File: config.mk
export PLATFORM = sky130hd
export DESIGN_NAME = id_ex_stage
export DESIGN_NICKNAME = d
export VERILOG_FILES = /design/src/rtl/cpu_pkg.sv /design/src/rtl/fwd_mux.sv /design/src/rtl/id_ex_stage.sv
export SDC_FILE = /design/constraint.sdc
export NUM_CORES = 1
export LEC_CHECK = 0
export ABC_AREA = 1
export BUFFER_PORTS_ARGS = -buffer_cell sky130_fd_sc_hd__buf_2
export CAP_MARGIN = 10
export CORE_ASPECT_RATIO = 0.9
export CORE_MARGIN = 8
export CORE_UTILIZATION = 40
export CTS_CLUSTER_DIAMETER = 100
export CTS_CLUSTER_SIZE = 25
export DETAILED_ROUTE_END_ITERATION = 10
export PLACE_DENSITY = 0.7
export SLEW_MARGIN = 20
export SYNTH_ARGS = -nofsm -noshare
export SYNTH_HDL_FRONTEND = slang
export SYNTH_SLANG_ARGS = --single-unit
export TNS_END_PERCENT = 50
File: constraint.sdc
create_clock -name clk -period 1.6 [get_ports clk]
set_input_delay 0.16 -clock clk [delete_from_list [all_inputs] [get_ports clk]]
set_output_delay 0.16 -clock clk [all_outputs]
set_load 0.03 [all_outputs]
File: src/rtl/cpu_pkg.sv
// cpu_pkg: shared CPU constants (XLEN default, ALU op codes, forwarding-select codes)
package cpu_pkg;
  localparam int XLEN_DEF = 32;
  typedef enum logic [2:0] {
    ALU_ADD = 3'b000,
    ALU_SUB = 3'b001,
    ALU_AND = 3'b010,
    ALU_OR  = 3'b011,
    ALU_XOR = 3'b100,
    ALU_SLL = 3'b101,
    ALU_SRL = 3'b110,
    ALU_SRA = 3'b111
  } alu_op_e;
  typedef enum logic [1:0] {
    FWD_REG = 2'b00,
    FWD_MEM = 2'b01,
    FWD_WB  = 2'b10
  } fwd_sel_e;
endpackage

File: src/rtl/fwd_mux.sv
// fwd_mux: picks MEM, then WB, then register data for one source operand (never forwards x0), reporting the choice on sel
module fwd_mux import cpu_pkg::*; #(
  parameter int XLEN = XLEN_DEF,
  parameter int RA_W = 5
) (
  input  logic [RA_W-1:0] rs_addr,
  input  logic [XLEN-1:0] rs_data,
  input  logic [RA_W-1:0] mem_rd_addr,
  input  logic            mem_reg_write,
  input  logic [XLEN-1:0] mem_result,
  input  logic [RA_W-1:0] wb_rd_addr,
  input  logic            wb_reg_write,
  input  logic [XLEN-1:0] wb_result,
  output logic [XLEN-1:0] data,
  output logic [1:0]      sel
);
  logic mem_hit, wb_hit;
  always_comb begin
    mem_hit = mem_reg_write && (mem_rd_addr == rs_addr) && (rs_addr != '0);
    wb_hit  = wb_reg_write && (wb_rd_addr == rs_addr) && (rs_addr != '0);
    data    = mem_hit ? mem_result : wb_hit ? wb_result : rs_data;
    sel     = mem_hit ? FWD_MEM : wb_hit ? FWD_WB : FWD_REG;
  end
endmodule

File: src/rtl/id_ex_stage.sv
// id_ex_stage: ID/EX pipeline register with stall/flush/bubble handling and MEM/WB operand forwarding
module id_ex_stage import cpu_pkg::*; #(
  parameter int XLEN = XLEN_DEF,
  parameter int RA_W = 5
) (
  input  logic            clk,
  input  logic            rst_n,
  input  logic            id_valid,
  input  logic [RA_W-1:0] id_rs1_addr,
  input  logic [RA_W-1:0] id_rs2_addr,
  input  logic [RA_W-1:0] id_rd_addr,
  input  logic [XLEN-1:0] id_rs1_data,
  input  logic [XLEN-1:0] id_rs2_data,
  input  logic [XLEN-1:0] id_imm,
  input  logic [2:0]      id_alu_ctrl,
  input  logic            id_alu_src,
  input  logic            id_reg_write,
  input  logic            stall,
  input  logic            flush,
  input  logic [RA_W-1:0] mem_rd_addr,
  input  logic            mem_reg_write,
  input  logic [XLEN-1:0] mem_result,
  input  logic [RA_W-1:0] wb_rd_addr,
  input  logic            wb_reg_write,
  input  logic [XLEN-1:0] wb_result,
  output logic            ex_valid,
  output logic [XLEN-1:0] alu_in1,
  output logic [XLEN-1:0] alu_in2,
  output logic [2:0]      alu_ctrl,
  output logic [RA_W-1:0] ex_rd_addr,
  output logic            ex_reg_write,
  output logic [XLEN-1:0] ex_store_data,
  output logic [1:0]      fwd_sel1,
  output logic [1:0]      fwd_sel2
);
  logic            v, src, rw;
  logic [RA_W-1:0] rs1, rs2, rd;
  logic [XLEN-1:0] d1, d2, imm, f1, f2;
  logic [2:0]      ctrl;
  always_ff @(posedge clk)
    if (!rst_n || flush || (!stall && !id_valid)) begin
      v    <= 1'b0;
      src  <= 1'b0;
      rw   <= 1'b0;
      rs1  <= '0;
      rs2  <= '0;
      rd   <= '0;
      d1   <= '0;
      d2   <= '0;
      imm  <= '0;
      ctrl <= ALU_ADD;
    end else if (!stall) begin
      v    <= 1'b1;
      src  <= id_alu_src;
      rw   <= id_reg_write;
      rs1  <= id_rs1_addr;
      rs2  <= id_rs2_addr;
      rd   <= id_rd_addr;
      d1   <= id_rs1_data;
      d2   <= id_rs2_data;
      imm  <= id_imm;
      ctrl <= id_alu_ctrl;
    end
  fwd_mux #(.XLEN(XLEN), .RA_W(RA_W)) u_fwd1 (
    .rs_addr(rs1), .rs_data(d1),
    .mem_rd_addr(mem_rd_addr), .mem_reg_write(mem_reg_write), .mem_result(mem_result),
    .wb_rd_addr(wb_rd_addr), .wb_reg_write(wb_reg_write), .wb_result(wb_result),
    .data(f1), .sel(fwd_sel1)
  );
  fwd_mux #(.XLEN(XLEN), .RA_W(RA_W)) u_fwd2 (
    .rs_addr(rs2), .rs_data(d2),
    .mem_rd_addr(mem_rd_addr), .mem_reg_write(mem_reg_write), .mem_result(mem_result),
    .wb_rd_addr(wb_rd_addr), .wb_reg_write(wb_reg_write), .wb_result(wb_result),
    .data(f2), .sel(fwd_sel2)
  );
  always_comb begin
    ex_valid      = v;
    alu_in1       = f1;
    alu_in2       = src ? imm : f2;
    alu_ctrl      = ctrl;
    ex_rd_addr    = rd;
    ex_reg_write  = rw && v;
    ex_store_data = f2;
  end
endmodule
==> results of run 1 <==
power by group through the flow:
stage                     logic (W)  registers, W  clock network, W
after floorplan            0.000640       0.00310                 0
after global placement      0.00121       0.00310                 0
after detailed placement    0.00122       0.00310                 0
after CTS                   0.00162       0.00304           0.00377
after global routing        0.00185       0.00305           0.00392
final                       0.00175       0.00304           0.00375
per-layer routing:
| layer | up-vias | routed length [um] | track usage |
|---|---|---|---|
| met5 | - | 0 | 0 |
| met4 | 0 | 1800 | 0.131 |
| met3 | 154 | 3320 | 0.0826 |
| met2 | 648 | 16900 | 0.509 |
| met1 | 4418 | 12700 | 0.317 |
| li1 | 4350 | - | - |
worst paths after layout:
path / endpoint / slack [ns] / depth (start not counted)
setup / recovery: alu_in1[24] / -0.62 / 10
hold / removal: d2[28] / 0.01 / 3
setup reg to reg: src / 0.61 / 3
hold reg to reg: alu_ctrl[2] / 0.46 / 2
kinds of logic after synthesis:
family	count (synthesis)	synth area share
simple gates	711	0.455
buf+inv	166	0.103
compound gates	123	0.0933
flops	117	0.346
xor+xnor	2	0.00259
flip-flops by register name, summed over array words and instances (netlist names):
signal	count
alu_ctrl	3
d1	32
d2	32
ex_rd_addr	5
ex_valid	1
imm	32
rs1	5
rs2	5
rw	1
src	1
placed cells by master (no fill, tap or decap), types with 17 or more instances in the layout:
cell type        n
nand3_2         91
clkbuf_16       21
nand2_4         23
nand2_2         89
and2_4          30
a21oi_1        117
dlygate4sd3_1   95
nand2_1        385
inv_1           77
buf_12          20
nand3_1         32
dfxtp_1        106
buf_2          205
buf_4           17
buf_6          114
nand3b_1        32
worst max-delay path: cells and delay by family, from the launching register on:
family | cells | cell delay, ns
AND/OR/NAND/NOR | 6 | 0.70
buffers and inverters | 4 | 0.58
flip-flops | 1 | 0.35
final cells by class:
cell class                 count  area (um2)
clock inverter                 9         104
sequential                   117        2360
clock buffer                  22         464
fill                        1156        4220
inverter                      90         350
tap                          211         264
timing repair buffer         465        4110
antenna                        1        2.50
multi-input combinational    836        4840
what timing repair did:
| item | 4_1_cts | 5_1_grt |
|---|---|---|
| resized for setup | 373 | 178 |
| cloned | 9 | 4 |
| hold buffers | 95 | 0 |
| endpoints found under the hold margin | 95 | 0 |
| pin swaps | 41 | 47 |
| setup endpoints to repair | 100 | 100 |
| setup buffers | 16 | 2 |
stage by stage:
stage	setup WS, ns	instance area, um2
finish	-0.619	12500
global route	-0.711	12500
CTS	-0.622	11800
detailed placement	-0.205	8690
global placement	-0.190	8690
floorplan	0.0140	6760
==> metrics.yaml, run 1 <==
finalCritPeriodShare: 1.39
synth_edf_count: 0
worst_path_largest_cell_delay_ns: 0.35
yosysTopAreaCellShare: 0.346
syn_avg_cell_area_um2: 6.04
start_util: 0.404
synth_area_um2: 6760
net-switching-power_w: 0.00241
worst_ep_arrival_time_ns: 2.06
synth-seq-cells: 117
drc: 0
synthToLayoutAreaGrowth_pct: 84.9
drt-total-wl_um: 34700
port_buffers: 306
worst-slew-pin-transition_ns: 0.638
synth.most_common_cell: "nand2_1"
fmax_mhz: 451
slowest_stage: "dfxtp_2"
swShare: 0.282
slew-limit-headroom: 0.575
required_ns: 1.44
rsz0062_at_grt: "true"
antenna_found_initial: 1
fin_ws_ns: -0.619
clk_pin_slew_ns: 0.06
setup_viol: 100
violations: "negative setup slack"
grt_max_degree: 117
via_count: 9570
crit_top_cell: "buf_6"
die_h_um: 139
crit_path_start: "rs1[4]"
totalPowerFinal_w: 0.00854
synthTopCellsByArea: "dfxtp_1 35%, nand2_1 28%, nand3_1 9.8%, a21oi_1 8.7%, inv_1 4.3%"
dp_cells: 1598
via_per_inst: 5.47
crit_chain: "inv_2, nand2_2, nor4_4, buf_4, nor2_4, buf_6, nand3b_1, nand3_1, nand2_1, buf_6"
start_kind: "register"
drive_gt1_frac: 0.441
place_congestion: 0.851
syn_inst: 1119
die-area_um2: 21300
p_per_area_nw_per_um2: 683
overflow: 0
synth_commonest_cells: "496 x nand2_1, 132 x nand3_1, 118 x a21oi_1"
ys.flop_type: "dfxtp_1"
drt_iter0_markers: 757
min_from: "id_rs2_data[28]"
final_core_util: 0.748
p_comb_frac: 0.205
die_w_um: 153
hp-class: "in2reg"
clk_path_buf_depth: 2
async_reset_ff_frac: 0
root_buffer: "clkbuf_16"
p_seq_frac: 0.356
nets: 1724
synth_cell_type_count: 25
critPathCaptureType: "output port"
ant_nets: 0
p_leak_nw: 6.06
power.internal_w: 0.00614
syn-num-nets: 1316
ioPinCount: 307
yosysSeqAreaShare: 0.346
yosysWarningCount: 0
r2r_start: "src"
grt_use_total: 0.289
setup_tns_ns: -53.40
finalHoldViolations: 0
clock_skew_ns: 0
grt_pass1_wl_um: 49600
holdWs_ns: 0.00981
wl_per_cell_um: 19.8
ir_drop_v: 0.000790
cts_buffers: 17
synth_top_area_cell: "dfxtp_1"
final_cells: 1751
dr.pass1.iters: 6
cts_tree: "done"
slew_violations: 0
row_count: 45
clkPwrFrac: 0.439
grt_pass1_vias: 9442
path_max_fanout: 17
clock_latency_ns: 0.42
fin_crit_ns: 2.22
numClockSinks: 117
design.core.area_um2: 16700
status: "complete, but fails checks"
max_cap_viol_count: 0
dpl.hpwl_um: 20000
path_class: "reg2out"
htree_levels: 4
Note: power is estimated with default switching activity, not from simulation.
==> run 2: changes to the inputs <==
--- a/config.mk
+++ b/config.mk
@@ -17,2 +17,3 @@
 export PLACE_DENSITY = 0.7
+export SKIP_CTS_REPAIR_TIMING = 1
 export SLEW_MARGIN = 20
==> constraint.sdc (replaced) <==
create_clock -name clk -period 1.6 [get_ports clk]
set_input_delay 0.48 -clock clk [delete_from_list [all_inputs] [get_ports clk]]
set_output_delay 0.48 -clock clk [all_outputs]
set_load 0.03 [all_outputs]
==> run 2 against run 1 <==
The run still ends with negative setup slack left. Worst setup slack got worse by 0.34 ns. Sequential share of layout area is 2.2 points higher. Clock skew did not move. Sequential power about the same. Register-to-register slack better by 0.09 ns. Clock power up 3%. Critical path type unchanged.
==> metrics.yaml, run 2 (synthesis gave the netlist of run 1 again) <==
via_per_inst: 5.24  # was 5.47
clock_latency_ns: 0.42  # about the same
die-area_um2: 21300  # unchanged
slew_violations: 0  # unchanged
grt_use_total: 0.250  # was 0.289
ir_drop_v: 0.000731  # was 0.000790 V
critPathCaptureType: "output port"  # unchanged
place_congestion: 0.858  # was 0.851
ant_nets: 0  # unchanged
drc: 0  # unchanged
hp-class: "in2reg"  # unchanged
r2r_setup_slack_ns: 0.70  # was 0.61 ns
numClockSinks: 117  # unchanged
drt_iter0_markers: 609  # was 757
worst_path_largest_cell_delay_ns: 0.36  # was 0.35 ns
path_max_fanout: 8  # was 17
nets: 1635  # was 1724
worst-r2r-cell-count: 5  # was 3
p_per_area_nw_per_um2: 747  # was 683 nW/um2
place_ws_ns: -0.763  # was -0.205 ns
rsz0062_at_grt: "true"  # unchanged
slew-limit-headroom: 0.801  # was 0.575
crit_path_end: "alu_in2[28]"  # was alu_in1[24]
row_count: 45  # unchanged
fin_ws_ns: -0.957  # was -0.619 ns
design_area_um2: 11200  # was 12500 um2
final_common_cell: "nand2_1"  # unchanged
path_class: "reg2out"  # unchanged
setup_viol: 100  # unchanged
reg_top3: "d1 (32), d2 (32), imm (32)"  # unchanged
final_cell_mix: "377 x nand2_1, 230 x buf_2, 117 x a21oi_1, 106 x dfxtp_1, 93 x nand2_2"  # was 385 x nand2_1, 205 x buf_2, 117 x a21oi_1, 114 x buf_6, 106 x dfxtp_1
grt_pass1_vias: 8537  # was 9442
antenna_found_initial: 3  # was 1
drive_gt1_frac: 0.453  # was 0.441
max_cap_viol_count: 0  # unchanged
htree_levels: 4  # unchanged
slowest_stage: "dfxtp_4"  # was dfxtp_2
worst-slew-pin-transition_ns: 0.299  # was 0.638 ns
design.core.area_um2: 16700  # unchanged
start_kind: "register"  # unchanged
final_cells: 1662  # was 1751
dp_cells: 1608  # was 1598
totalPowerFinal_w: 0.00839  # was 0.00854 W
clock_skew_ns: 0  # unchanged
fmax_mhz: 391  # was 451 MHz
synthToLayoutAreaGrowth_pct: 66.2  # was 84.9%
crit_path_start: "rs2[3]"  # was rs1[4]
r2r_end: "rs1[4]"  # was src
dpl.hpwl_um: 20200  # was 20000 um
finalCritPeriodShare: 1.60  # was 1.39
fillers: 1478  # was 1156
port_buffers: 306  # unchanged
finalHoldViolations: 0  # unchanged
root_buffer: "clkbuf_16"  # unchanged
violations: "negative setup slack"  # unchanged
clk_path_buf_depth: 2  # unchanged
grt_max_degree: 61  # was 117
crit_chain: "inv_2, nand2_2, nand2_1, inv_2, nand2_2, nor2_4, buf_6, clkbuf_16, nand3_1, nand3_2, nand3_1, nand2_2, buf_6"  # was inv_2, nand2_2, nor4_4, buf_4, nor2_4, buf_6, nand3b_1, nand3_1, nand2_1, buf_6
crit_top_cell: "nand2_2"  # was buf_6
overflow: 0  # unchanged
status: "complete, but fails checks"  # unchanged
place_area_um2: 9260  # was 8690 um2
die_h_um: 139  # unchanged
clk_pin_slew_ns: 0.06  # about the same
worst_ep_arrival_time_ns: 2.08  # was 2.06 ns
die_w_um: 153  # unchanged
grt_pass1_wl_um: 43600  # was 49600 um
via_count: 8714  # was 9570
r2r_start: "rs1[4]"  # was src
ioPinCount: 307  # unchanged
required_ns: 1.12  # was 1.44 ns
final_core_util: 0.672  # was 0.748
cts_buffers: 17  # unchanged
p_leak_nw: 5.48  # was 6.06 nW
cts_tree: "done"  # unchanged
dr.pass1.iters: 6  # unchanged
start_util: 0.404  # unchanged
wl_per_cell_um: 18.4  # was 19.8 um
fin_crit_ns: 2.56  # was 2.22 ns
drt-total-wl_um: 30500  # was 34700 um
[run 2: how the worst min path moves through the flow]
stage / to / cells after the start / slack [ns] / startpoint
3_5_place_dp: d1[15] / 2 / 0.45 / d1[15]
6_report: rs2[4] / 3 / 0.29 / id_rs2_addr[4]
2_1_floorplan: d1[15] / 2 / 0.44 / d1[15]
5_1_grt: rs1[2] / 3 / 0.29 / id_rs1_addr[2]
4_1_cts: rs1[2] / 3 / 0.28 / id_rs1_addr[2]
3_3_place_gp: d1[15] / 2 / 0.45 / d1[15]
[run 2: routing by layer]
layer,global-route usage,share of wire,up-vias
li1,-,-,4173
met3,0.0842,0.092,69
met1,0.286,0.39,4029
met2,0.431,0.49,439
met4,0.0812,0.027,4
met5,0,0.00085,-
[run 2: report_power, final]
part	internal [W]	total, W	switching [W]
logic	0.000631	0.00150	0.000866
clock network	0.00248	0.00386	0.00138
registers	0.00299	0.00304	0.0000464
[run 2: final cells by class]
class,instances,area [um2],share of cell area
clock inverter,7,96.3,0.00857
sequential,117,2370,0.211
clock buffer,23,498,0.0443
tap,211,264,0.0235
inverter,90,363,0.0323
multi-input combinational,836,4660,0.415
timing repair buffer,376,2990,0.266
antenna,2,5.00,0.000445
[run 2: worst max-delay path: cells and delay by family (launching register included)]
family	cells	cell delay (ns)
buffers and inverters	5	0.55
flip-flops	1	0.36
AND/OR/NAND/NOR	8	0.74
[run 2: stage by stage]
stage	TNS, ns	hold WS, ns
after global routing	-98.70	0.294
after CTS	-98.05	0.281
after detailed placement	-67.84	0.451
after global placement	-65.57	0.448
after floorplan	-28.15	0.436
final	-88.62	0.293
